===== src/rtl/pipe_hazard_ctrl.sv =====
`timescale 1ns/1ps
`default_nettype none
// ============================================================================
// Module   : pipe_hazard_ctrl
// Function : Scoreboard-based load-use stall, bubble and EX operand-forwarding
//            control. Define PIPE_ZERO_REG_EN to make register id 0 a
//            hardwired zero.
// Revision : 1.0 - initial release
// ============================================================================
module pipe_hazard_ctrl #(
  parameter int DEPTH      = 3,
  parameter int REG_ID_W   = 4,
  parameter int LOAD_STAGE = 3,
  parameter int FSEL_W     = $clog2(DEPTH + 1)
) (
  input  logic                CLK,
  input  logic                RST,
  input  logic                id_valid,
  input  logic [REG_ID_W-1:0] id_src1,
  input  logic [REG_ID_W-1:0] id_src2,
  input  logic                id_src1_en,
  input  logic                id_src2_en,
  input  logic [REG_ID_W-1:0] id_dst,
  input  logic                id_wr,
  input  logic                id_load,
  input  logic                flush,
  output logic                pc_we,
  output logic                ifid_we,
  output logic                bubble,
  output logic [FSEL_W-1:0]   ex_fwd1,
  output logic [FSEL_W-1:0]   ex_fwd2,
  output logic [15:0]         stall_cnt
);

  // Per-stage scoreboard; only stage 1 needs its source ids for forwarding.
  logic                r_v    [1:DEPTH];
  logic                r_wr   [1:DEPTH];
  logic                r_load [1:DEPTH];
  logic [REG_ID_W-1:0] r_dst  [1:DEPTH];
  logic [REG_ID_W-1:0] r_src1;
  logic [REG_ID_W-1:0] r_src2;
  logic                r_src1_en;
  logic                r_src2_en;
  logic [15:0]         r_stall_cnt;

  logic                w_id_src1_zero;
  logic                w_id_src2_zero;
  logic                w_id_dst_zero;
  logic                w_ex_src1_zero;
  logic                w_ex_src2_zero;
  logic                w_haz1;
  logic                w_haz2;
  logic                w_stall;
  logic [FSEL_W-1:0]   w_fwd1;
  logic [FSEL_W-1:0]   w_fwd2;

`ifdef PIPE_ZERO_REG_EN
  assign w_id_src1_zero = (id_src1 == '0);
  assign w_id_src2_zero = (id_src2 == '0);
  assign w_id_dst_zero  = (id_dst == '0);
  assign w_ex_src1_zero = (r_src1 == '0);
  assign w_ex_src2_zero = (r_src2 == '0);
`else
  assign w_id_src1_zero = 1'b0;
  assign w_id_src2_zero = 1'b0;
  assign w_id_dst_zero  = 1'b0;
  assign w_ex_src1_zero = 1'b0;
  assign w_ex_src2_zero = 1'b0;
`endif

  // Walk oldest to youngest so the youngest matching writer decides.
  always_comb begin
    w_haz1 = 1'b0;
    w_haz2 = 1'b0;
    for (int s = DEPTH; s >= 1; s--) begin
      if (r_v[s] && r_wr[s] && (r_dst[s] == id_src1))
        w_haz1 = r_load[s] && (s + 1 < LOAD_STAGE);
      if (r_v[s] && r_wr[s] && (r_dst[s] == id_src2))
        w_haz2 = r_load[s] && (s + 1 < LOAD_STAGE);
    end
    w_stall = id_valid && !flush &&
              ((id_src1_en && !w_id_src1_zero && w_haz1) ||
               (id_src2_en && !w_id_src2_zero && w_haz2));
  end

  always_comb begin
    w_fwd1 = '0;
    w_fwd2 = '0;
    for (int s = DEPTH; s >= 2; s--) begin
      if (r_v[s] && r_wr[s] && (r_dst[s] == r_src1))
        w_fwd1 = (r_load[s] && (s < LOAD_STAGE)) ? '0 : FSEL_W'(s);
      if (r_v[s] && r_wr[s] && (r_dst[s] == r_src2))
        w_fwd2 = (r_load[s] && (s < LOAD_STAGE)) ? '0 : FSEL_W'(s);
    end
    if (!r_v[1] || !r_src1_en || w_ex_src1_zero)
      w_fwd1 = '0;
    if (!r_v[1] || !r_src2_en || w_ex_src2_zero)
      w_fwd2 = '0;
  end

  always_ff @(posedge CLK or posedge RST) begin
    if (RST) begin
      for (int s = 1; s <= DEPTH; s++) begin
        r_v[s]    <= 1'b0;
        r_wr[s]   <= 1'b0;
        r_load[s] <= 1'b0;
        r_dst[s]  <= '0;
      end
      r_src1      <= '0;
      r_src2      <= '0;
      r_src1_en   <= 1'b0;
      r_src2_en   <= 1'b0;
      r_stall_cnt <= 16'd0;
    end else begin
      for (int s = DEPTH; s >= 2; s--) begin
        r_v[s]    <= r_v[s-1];
        r_wr[s]   <= r_wr[s-1];
        r_load[s] <= r_load[s-1];
        r_dst[s]  <= r_dst[s-1];
      end
      r_v[1]    <= id_valid && !w_stall && !flush;
      r_wr[1]   <= id_wr && !w_id_dst_zero;
      r_load[1] <= id_load;
      r_dst[1]  <= id_dst;
      r_src1    <= id_src1;
      r_src2    <= id_src2;
      r_src1_en <= id_src1_en;
      r_src2_en <= id_src2_en;
      if (w_stall && (r_stall_cnt != 16'hFFFF))
        r_stall_cnt <= r_stall_cnt + 16'd1;
    end
  end

  assign pc_we     = !w_stall;
  assign ifid_we   = !w_stall;
  assign bubble    = w_stall || flush;
  assign ex_fwd1   = w_fwd1;
  assign ex_fwd2   = w_fwd2;
  assign stall_cnt = r_stall_cnt;

endmodule
`default_nettype wire


===== config.mk =====
export PLATFORM = sky130hd
export DESIGN_NAME = pipe_hazard_ctrl
export DESIGN_NICKNAME = d
export VERILOG_FILES = /design/src/rtl/pipe_hazard_ctrl.sv
export SDC_FILE = /design/constraint.sdc
export NUM_CORES = 1
export LEC_CHECK = 0
export ABC_AREA = 1
export BUFFER_PORTS_ARGS = -buffer_cell sky130_fd_sc_hd__buf_2
export CORE_AREA = 8 8 84 86
export DETAILED_ROUTE_END_ITERATION = 12
export DIE_AREA = 0 0 92 94
export PLACE_DENSITY_LB_ADDON = 0.25
export REMOVE_ABC_BUFFERS = 1
export SLEW_MARGIN = 10
export SYNTH_ARGS = -nofsm -noshare
export SYNTH_HDL_FRONTEND = slang
export SYNTH_SLANG_ARGS = --single-unit

===== constraint.sdc =====
create_clock -name CLK -period 2.04 [get_ports CLK]
set_input_delay 0.408 -clock CLK [delete_from_list [all_inputs] [get_ports CLK]]
set_output_delay 0.408 -clock CLK [all_outputs]
set_load 0.005 [all_outputs]

==> results.py, run 1 <==
metrics = {
    "synth": {
        "yosys_warnings": 0,
        "avgSynthCellArea_um2": 8.959,
        "synth_cell_types": 25,
        "seq_area_frac_synth": 0.5160,
        "synth.cell_area_mm2": 0.002231,
        "syn_inst": 249,
        "ys_seq_elements": 46,
    },
    "clock_tree": {
        "hold_buffers": 0,
        "clk_pin_slew_ps": 80,
        "cts-htree-levels": 2,
        "clk_latency_ps": 300,
        "tritoncts": "yes",
        "cts.sinks": 46,
        "cts-root-buf": "clkbuf_8",
        "ctsLongestPathBuffers": 2,
        "cts_inserted_buffers": 5,
    },
    "timing": {
        "timing.final.crit_share": 0.9263,
        "post-route-min-period_ps": 1890,
        "fin_skew_ps": 4.390,
        "setup_violations": 0,
        "setup_tns_ps": 0,
        "hold_viol_final": 0,
        "finalMaxSlewViolations": 0,
        "max-slew-margin-rel": 0.6791,
        "rsz0062_at_grt": "no",
        "fmax_ghz": 0.5292,
        "worstMarginPinSlew_ps": 480.7,
    },
    "die": {
        "start_util": 0.3883,
        "core-area_mm2": 0.005746,
        "rows": 28,
        "die_x_um": 92,
        "fp.dieH_um": 94,
        "pin_count": 43,
        "die_area_mm2": 0.008648,
    },
    "power": {
        "p_leak_nw": 1.389,
        "powerDensity_mw_per_mm2": 617.4,
        "ir_drop_v": 0.0002254,
    },
    "setup_path": {
        "start_kind": "register",
        "critPathMaxFanout": 2,
        "worst-setup-path-type": "register to primary output",
        "cp.required_ps": 1630,
        "worst_setup_path_end_kind": "primary output",
        "worstPathArrival_ps": 1480,
    },
    "place": {
        "gp_congestion": 0.8716,
        "port_buffers": 42,
        "hpwl_um": 3467,
    },
    "route": {
        "first_pass_iters": 4,
        "initialDrtViolationCount": 72,
        "detail-route-antenna-nets": 0,
        "routed_wl_um": 4388,
        "drc": 0,
        "vias_per_cell": 4.440,
        "num_vias": 1665,
        "wl_per_cell_um": 11.70,
    },
    "finish": {
        "n_fill_cell": 591,
        "layout_commonest_cell": "nand2_1",
        "n_antenna_cell": 0,
        "layout_common_cells": "nand2_1, dfrtp_1, buf_2",
        "postLayoutCoreUtil": 0.4588,
        "area_growth_pct": 18.17,
        "num-nets-final": 320,
        "drive_above_1_share": 0.2600,
    },
    "job": {
        "cap_violations": 0,
    },
    "grt": {
        "grt_pass1_wl_um": 7866,
        "antenna_found_initial": 0,
        "first_global_vias": 1748,
        "grt_usage": 0.1138,
        "grt_max_degree": 25,
        "gr-total-overflow": 0,
    },
    "worst_hold_path": {
        "hold_path_class": "input port to asynchronous set/reset pin",
    },
    "status": {
        "outcome": "finished clean",
    },
}
[logic make-up after synthesis]
group,share of synthesized area
AND/OR/NAND/NOR,0.2939
flip-flops,0.5160
XOR/XNOR,0.1217
buffers and inverters,0.06057
AO/OA/AOI/OAI,0.002241
adder cells (fa/ha/maj),0.005608
[where the power goes]
group | total (mW) | leakage (nW) | switching [mW] | internal (mW)
sequential | 0.969 | 0.577 | 0.0261 | 0.943
combinational | 0.118 | 0.768 | 0.0642 | 0.0538
clock | 0.541 | 0.0441 | 0.300 | 0.240
total | 1.63 | 1.39 | 0.391 | 1.24
[path summary, 6_finish.rpt]
path                              start            to  slack [ps]  cells past startpoint
max                            r_dst[7]    ex_fwd2[1]         150                      7
min in group CLK              id_dst[2]     r_dst[10]         210                      1
min                                 RST  stall_cnt[4]         120                      2
min reg2reg                     r_wr[2]       r_wr[1]         370                      0
max in group asynchronous           RST     r_dst[11]        1370                      3
max reg2reg                stall_cnt[0]  stall_cnt[3]         320                      7
[metrics by stage]
stage | instance area, µm² | setup slack (ps) | hold slack [ps] | power (mW) | instances
finish | 2636 | 150.3 | 117.6 | 1.628 | 375
global route | 2636 | 10.17 | 160.3 | 1.714 | 375
CTS | 2606 | 100.7 | 138.5 | 1.649 | 373
detailed placement | 2516 | 297.5 | 356.3 | 1.104 | 365
global placement | 2516 | 352.2 | 349.3 | 1.102 | 365
floorplan | 2197 | 544.2 | 346.6 | 1.053 | 246
[per-layer routing]
| metal | track usage | up-vias | routed length (µm) | part of all wire |
|---|---|---|---|---|
| li1 | - | 856 | - | - |
| met1 | 0.1261 | 761 | 1906 | 0.43 |
| met2 | 0.1973 | 37 | 2185 | 0.50 |
| met3 | 0.03597 | 11 | 215 | 0.049 |
| met4 | 0.04832 | 0 | 79 | 0.018 |
| met5 | 0 | - | 0 | 0 |
[final cells by class]
class | count | area, µm² | area share
multi-input combinational | 173 | 959.7 | 0.3640
clock buffer | 5 | 68.82 | 0.02610
sequential | 46 | 1151 | 0.4366
timing repair buffer | 46 | 240.2 | 0.09112
inverter | 27 | 101.3 | 0.03844
tap | 75 | 93.84 | 0.03560
clock inverter | 3 | 21.27 | 0.008068
[synthesized netlist by cell type]
master / n / share of area
nand3_2: 1 / 0.0045
buf_6: 1 / 0.0050
buf_4: 1 / 0.0034
xor2_1: 15 / 0.059
inv_2: 2 / 0.0034
dfrtp_1: 46 / 0.52
nor3_2: 1 / 0.0045
nand4_2: 2 / 0.011
nand4_1: 4 / 0.011
nor2_4: 1 / 0.0050
nor3b_1: 1 / 0.0034
nand3_4: 1 / 0.0079
nor2_1: 26 / 0.044
inv_1: 25 / 0.042
nor3_1: 3 / 0.0067
buf_8: 1 / 0.0067
nand3_1: 10 / 0.022
nand2_2: 11 / 0.031
o21ai_0: 1 / 0.0022
nand2_1: 76 / 0.13
nor4_1: 1 / 0.0028
xnor2_1: 16 / 0.063
nor2_8: 1 / 0.0090
and3_1: 1 / 0.0028
ha_1: 1 / 0.0056
[critical path, stage by stage (launching register included)]
cell and delay, ps:
dfrtp_1 410, buf_4 150, xnor2_1 160, nand4_1 140
nor2_1 100, nand2_1 50, nand2_1 60, buf_2 100
[repair_timing]
| item | CTS | global route |
|---|---|---|
| gates resized for setup | 0 | 4 |
| setup buffers | 0 | 2 |
| endpoints found under the setup margin | 0 | 3 |
[registers in the layout, indices dropped and copies added, names as in the netlist]
name	cells
stall_cnt	16
r_dst	12
r_src1	4
r_src2	4
r_v	3
r_wr	3
r_load	2
r_src1_en	1
r_src2_en	1
Power figures use the tool's default switching activity.
==> run 2, diff against run 1 <==
ABC_AREA = unset   (was 1)
CORE_AREA = 8 8 80 82   (was 8 8 84 86)
CTS_BUF_LIST = sky130_fd_sc_hd__clkbuf_4   (was unset)
DIE_AREA = 0 0 88 90   (was 0 0 92 94)
clock period = 2.3 ns   (was 2.04 ns; I/O delays follow)
==> results.py, run 2 <==
metrics = {
    "grt": {
        "antenna_found_initial": 0,
        "grt_usage": 0.1065,
        "gr-total-overflow": 0,
        "first_global_vias": 1435,
        "grt_pass1_wl_um": 6568,
        "grt_max_degree": 26,
    },
    "route": {
        "vias_per_cell": 4.682,
        "first_pass_iters": 4,
        "initialDrtViolationCount": 32,
        "wl_per_cell_um": 13.84,
        "detail-route-antenna-nets": 0,
        "num_vias": 1339,
        "routed_wl_um": 3958,
        "drc": 0,
    },
    "power": {
        "power_mw": 1.337,
        "powerDensity_mw_per_mm2": 553.8,
        "ir_drop_v": 0.0003030,
        "p_leak_nw": 1.122,
    },
    "finish": {
        "n_antenna_cell": 0,
        "drive_above_1_share": 0.3505,
        "area_growth_pct": 22.94,
        "n_fill_cell": 515,
        "postLayoutCoreUtil": 0.4609,
        "largest_register_ffs": 16,
        "num-nets-final": 234,
        "layout_common_cells": "dfrtp_1, buf_2, xnor2_1",
        "layout_commonest_cell": "dfrtp_1",
    },
    "job": {
        "cap_violations": 0,
    },
    "status": {
        "outcome": "complete, but fails checks",
        "violations": "negative setup slack",
    },
    "synth": {
        "ys_seq_elements": 46,
        "netlist.area_leader.share": 0.5864,
        "synthFlopType": "dfrtp_1",
        "synth_commonest_cells": "dfrtp_1, xnor2_1, nand2_1, nand3_1, nand4_1",
        "yosys_warnings": 0,
        "syn_inst": 158,
        "seq_area_frac_synth": 0.5864,
        "synth.cell_area_mm2": 0.001963,
        "synth_edf_count": 0,
        "avgSynthCellArea_um2": 12.42,
        "yosysMostFrequentCell": "dfrtp_1",
        "synthArstFlopShare": 1.000,
        "synth_cell_types": 34,
        "yosysTopAreaCell": "dfrtp_1",
        "synthTopCellsByArea": "dfrtp_1, xnor2_1, nand4_1, nand3_1, xor2_1",
    },
    "setup_path": {
        "critPathMaxFanout": 2,
        "worst_setup_path_end_kind": "primary output",
        "reg2reg_depth": 6,
        "r2r_end": "stall_cnt[1]",
        "worst-setup-path-type": "register to primary output",
        "crit_path_max_incr_delay_ps": 430,
        "worstPathCellList": "xor2_1, a221oi_2, or3b_4, o21ai_4, o41ai_2, buf_2",
        "r2r-start": "r_dst[10]",
        "worstPathArrival_ps": 1880,
        "cp.required_ps": 1840,
        "rrSetupSlack_ps": 490,
        "start_kind": "register",
        "cpMaxStageDelayCell": "or3b_4",
    },
    "die": {
        "pin_count": 43,
        "fp.dieH_um": 90,
        "rows": 27,
        "die_x_um": 88,
        "die_area_mm2": 0.007920,
        "core-area_mm2": 0.005236,
        "start_util": 0.3749,
    },
    "place": {
        "hpwl_um": 3021,
        "port_buffers": 42,
        "gp_congestion": 0.7258,
    },
    "timing": {
        "fin_skew_ps": 9.160,
        "finalMaxSlewViolations": 0,
        "post-route-min-period_ps": 2341,
        "max-slew-margin-rel": 0.6739,
        "rsz0062_at_grt": "yes",
        "hold_viol_final": 0,
        "fmax_ghz": 0.4272,
        "timing.final.crit_share": 1.018,
        "timing.final.ws_setup_ps": -40.80,
        "setup_violations": 1,
        "worstMarginPinSlew_ps": 488.5,
    },
    "worst_hold_path": {
        "hold_path_class": "input port to asynchronous set/reset pin",
    },
    "clock_tree": {
        "ctsLongestPathBuffers": 2,
        "clk_latency_ps": 350,
        "cts-htree-levels": 2,
        "clk_pin_slew_ps": 130,
        "cts_inserted_buffers": 5,
        "tritoncts": "yes",
        "cts-root-buf": "clkbuf_4",
        "cts.sinks": 46,
    },
}
-- run 2: per-layer routing --
layer,global-route usage,vias to the layer above,part of all wire
li1,-,659,-
met1,0.1284,649,0.45
met2,0.1707,25,0.49
met3,0.03185,6,0.040
met4,0.04304,0,0.016
met5,0,-,0
-- run 2: cell families after synthesis --
| kind of cell | share of synthesized area |
|---|---|
| simple gates | 0.1683 |
| flops | 0.5864 |
| xor+xnor | 0.1561 |
| buf+inv | 0.02677 |
| compound gates | 0.03696 |
| mux | 0.01912 |
| fa+ha+maj | 0.006372 |
-- run 2: metrics by stage --
step / cell area [µm²] / worst slack, ps / cells / hold slack, ps / setup TNS (ps)
CTS: 2374 / -47.22 / 285 / 107.7 / -77.12
finish: 2414 / -40.80 / 286 / 110.7 / -40.80
detailed placement: 2268 / 245.7 / 272 / 359.0 / 0
global placement: 2268 / 253.9 / 272 / 353.6 / 0
global route: 2414 / -158.0 / 286 / 123.8 / -305.4
floorplan: 1933 / 419.5 / 155 / 346.5 / 0
-- run 2: power breakdown --
group / leakage, nW / internal [mW] / switching (mW)
Sequential: 0.577 / 0.837 / 0.0237
Combinational: 0.512 / 0.0556 / 0.0571
Clock: 0.0331 / 0.127 / 0.237
-- run 2: timing repair --
action / in CTS / in global routing
buffers inserted: 5 / 1
gates resized for setup: 4 / 5
pin swaps: 2 / 0
endpoints found under the setup margin: 3 / 3
hold buffers: 0 / 0
-- run 2: worst max-delay path by stage --
stage          startpoint          to
2_1_floorplan   r_src2[2]  ex_fwd2[1]
6_report        r_src2[2]  ex_fwd2[1]
3_5_place_dp     r_dst[6]  ex_fwd2[1]
5_1_grt         r_src2[2]  ex_fwd2[1]
4_1_cts         r_src2[2]  ex_fwd2[1]
3_3_place_gp     r_dst[6]  ex_fwd2[1]
-- run 2: critical path: cells and delay by family, from the launching register on --
kind / cells / cell delay (ps)
AO/OA/AOI/OAI: 3 / 390
XOR/XNOR: 1 / 170
buffers and inverters: 1 / 140
flip-flops: 1 / 410
AND/OR/NAND/NOR: 1 / 430
-- run 2: final cells by class --
class	count	area (µm²)	area share
multi-input cells	103	805.8	0.3339
clock buffers	6	45.04	0.01866
inverters	6	22.52	0.009331
repair buffers	51	290.3	0.1203
well taps	72	90.09	0.03733
flip-flops and latches	46	1151	0.4769
clock inverters	2	8.758	0.003629
==> run 3, diff against run 2 <==
--- a/config.mk
+++ b/config.mk
@@ -7,7 +7,8 @@
 export LEC_CHECK = 0
+export ABC_AREA = 1
 export BUFFER_PORTS_ARGS = -buffer_cell sky130_fd_sc_hd__buf_2
-export CORE_AREA = 8 8 80 82
+export CORE_AREA = 8 8 84 86
 export CTS_BUF_LIST = sky130_fd_sc_hd__clkbuf_4
 export DETAILED_ROUTE_END_ITERATION = 12
-export DIE_AREA = 0 0 88 90
+export DIE_AREA = 0 0 92 94
 export PLACE_DENSITY_LB_ADDON = 0.25
--- a/constraint.sdc
+++ b/constraint.sdc
@@ -3,2 +3,2 @@
 set_output_delay 0.46 -clock CLK [all_outputs]
-set_load 0.005 [all_outputs]
+set_load 0.05 [all_outputs]
==> results.py, run 3 (synthesized netlist as in run 1, its figures left out) <==
metrics = {
    "power": {
        "pwr-share-seq": 0.636,
        "power_mw": 1.353,
        "p_leak_nw": 1.358,
        "swShare": 0.2590,
        "powerDensity_mw_per_mm2": 521.5,
        "power.share.combinational": 0.082,
        "p_int_mw": 1.002,
        "power_switching_uw": 350.3,
        "clkPwrFrac": 0.282,
        "ir_drop_v": 0.0002131,
    },
    "die": {
        "die_x_um": 92,
        "start_util": 0.3883,
        "core-area_mm2": 0.005746,
        "pin_count": 43,
        "rows": 28,
        "die_area_mm2": 0.008648,
        "fp.dieH_um": 94,
    },
    "setup_path": {
        "cpMaxStageDelayCell": "dfrtp_1",
        "worstPathArrival_ps": 1710,
        "rrSetupSlack_ps": 550,
        "critPathMaxFanout": 2,
        "crit_path_max_incr_delay_ps": 430,
        "start_kind": "register",
        "reg2reg_depth": 7,
        "worstPathCellList": "xor2_1, nor4_1, nand3_1, inv_1, buf_2",
        "crit_path_end": "ex_fwd2[0]",
        "cp.required_ps": 1840,
        "crit_start": "r_dst[0]",
        "r2r_end": "stall_cnt[6]",
        "worst_setup_path_end_kind": "primary output",
        "worst-setup-path-type": "register to primary output",
        "r2r-start": "stall_cnt[0]",
    },
    "clock_tree": {
        "cts.sinks": 46,
        "clk_pin_slew_ps": 150,
        "cts_inserted_buffers": 5,
        "cts-root-buf": "clkbuf_4",
        "cts_setup_buffers": 0,
        "ctsLongestPathBuffers": 2,
        "clk_latency_ps": 360,
        "tritoncts": "yes",
        "cts-htree-levels": 2,
    },
    "finish": {
        "drive_above_1_share": 0.2550,
        "area_growth_pct": 16.26,
        "final_area_mm2": 0.002594,
        "n_fill_cell": 582,
        "postLayoutCoreUtil": 0.4514,
        "largest_register_ffs": 16,
        "n_antenna_cell": 0,
        "layout_commonest_cell": "nand2_1",
        "num-nets-final": 318,
        "layout_common_cells": "nand2_1, dfrtp_1, buf_2",
        "final_cells": 373,
    },
    "route": {
        "routed_wl_um": 4482,
        "vias_per_cell": 4.421,
        "drc": 0,
        "num_vias": 1649,
        "detail-route-antenna-nets": 0,
        "first_pass_iters": 7,
        "wl_per_cell_um": 12.02,
        "initialDrtViolationCount": 54,
    },
    "place": {
        "hpwl_um": 3530,
        "port_buffers": 42,
        "dpl_worst_slack_ps": 343.2,
        "dp_cells": 365,
        "gp_congestion": 0.8731,
        "placed_cell_area_mm2": 0.002516,
    },
    "job": {
        "cap_violations": 0,
    },
    "timing": {
        "whs_ps": 30.22,
        "finalMaxSlewViolations": 0,
        "fmax_ghz": 0.4613,
        "hold_viol_final": 0,
        "timing.final.crit_share": 0.9425,
        "rsz0062_at_grt": "no",
        "setup_violations": 0,
        "post-route-min-period_ps": 2168,
        "max-slew-margin-rel": 0.6993,
        "worstMarginPinSlew_ps": 449.9,
        "fin_skew_ps": 19.86,
        "timing.final.ws_setup_ps": 132.2,
        "setup_tns_ps": 0,
    },
    "grt": {
        "grt_usage": 0.1118,
        "antenna_found_initial": 0,
        "gr-total-overflow": 0,
        "grt_max_degree": 20,
        "first_global_vias": 1696,
        "grt_pass1_wl_um": 7741,
    },
    "status": {
        "outcome": "finished clean",
    },
    "worst_hold_path": {
        "hold_path_class": "input port to asynchronous set/reset pin",
    },
}
[run 3: cell types whose count changed in the layout (fill, tap and decap cells not counted), moves of 10 or more]
cell     before  now
inv_1         5   24
nand2_1      11   76
nand2_2       1   11
nor2_1        1   25
xnor2_1      29   16
xor2_1        5   15
[run 3: power by group through the flow]
stage | Sequential, mW | Clock, mW | Combinational, mW
floorplan | 0.876 | 0 | 0.0665
finish | 0.860 | 0.381 | 0.111
detailed placement | 0.877 | 0 | 0.112
global placement | 0.875 | 0 | 0.111
CTS | 0.861 | 0.404 | 0.112
global route | 0.866 | 0.440 | 0.126
[run 3: how the worst min path moves through the flow]
stage	from	endpoint	slack, ps	cells past startpoint
global route	RST	stall_cnt[1]	20	2
global placement	r_wr[2]	r_wr[1]	350	0
CTS	RST	stall_cnt[3]	20	2
detailed placement	r_wr[2]	r_wr[1]	360	0
floorplan	r_wr[2]	r_wr[1]	350	0
finish	RST	stall_cnt[1]	30	2
[run 3: cell type report]
cell class	instances	area [µm²]	area share
timing repair buffer	44	235.2	0.09069
tap	75	93.84	0.03618
clock inverter	3	21.27	0.008201
multi-input combinational	173	952.2	0.3671
sequential	46	1152	0.4443
clock buffer	5	37.54	0.01447
inverter	27	101.3	0.03907
[run 3: critical path, delay by kind of cell (launching register included)]
| kind | cells | cell delay [ps] |
|---|---|---|
| and+or+nand+nor | 2 | 430 |
| buffers and inverters | 2 | 320 |
| DFF | 1 | 430 |
| xor gates and xnor gates | 1 | 170 |
[run 3: layer usage]
layer,global-route usage,up-vias,part of all wire
met5,0,-,0
met4,0.04564,0,0.021
met3,0.03038,8,0.040
met2,0.1841,26,0.49
met1,0.1352,759,0.45
li1,-,856,-
[run 3: repair_timing]
| action | CTS | global route |
|---|---|---|
| resized for setup | 0 | 8 |
| endpoints found under the setup margin | 0 | 4 |
| hold buffers | 0 | 0 |
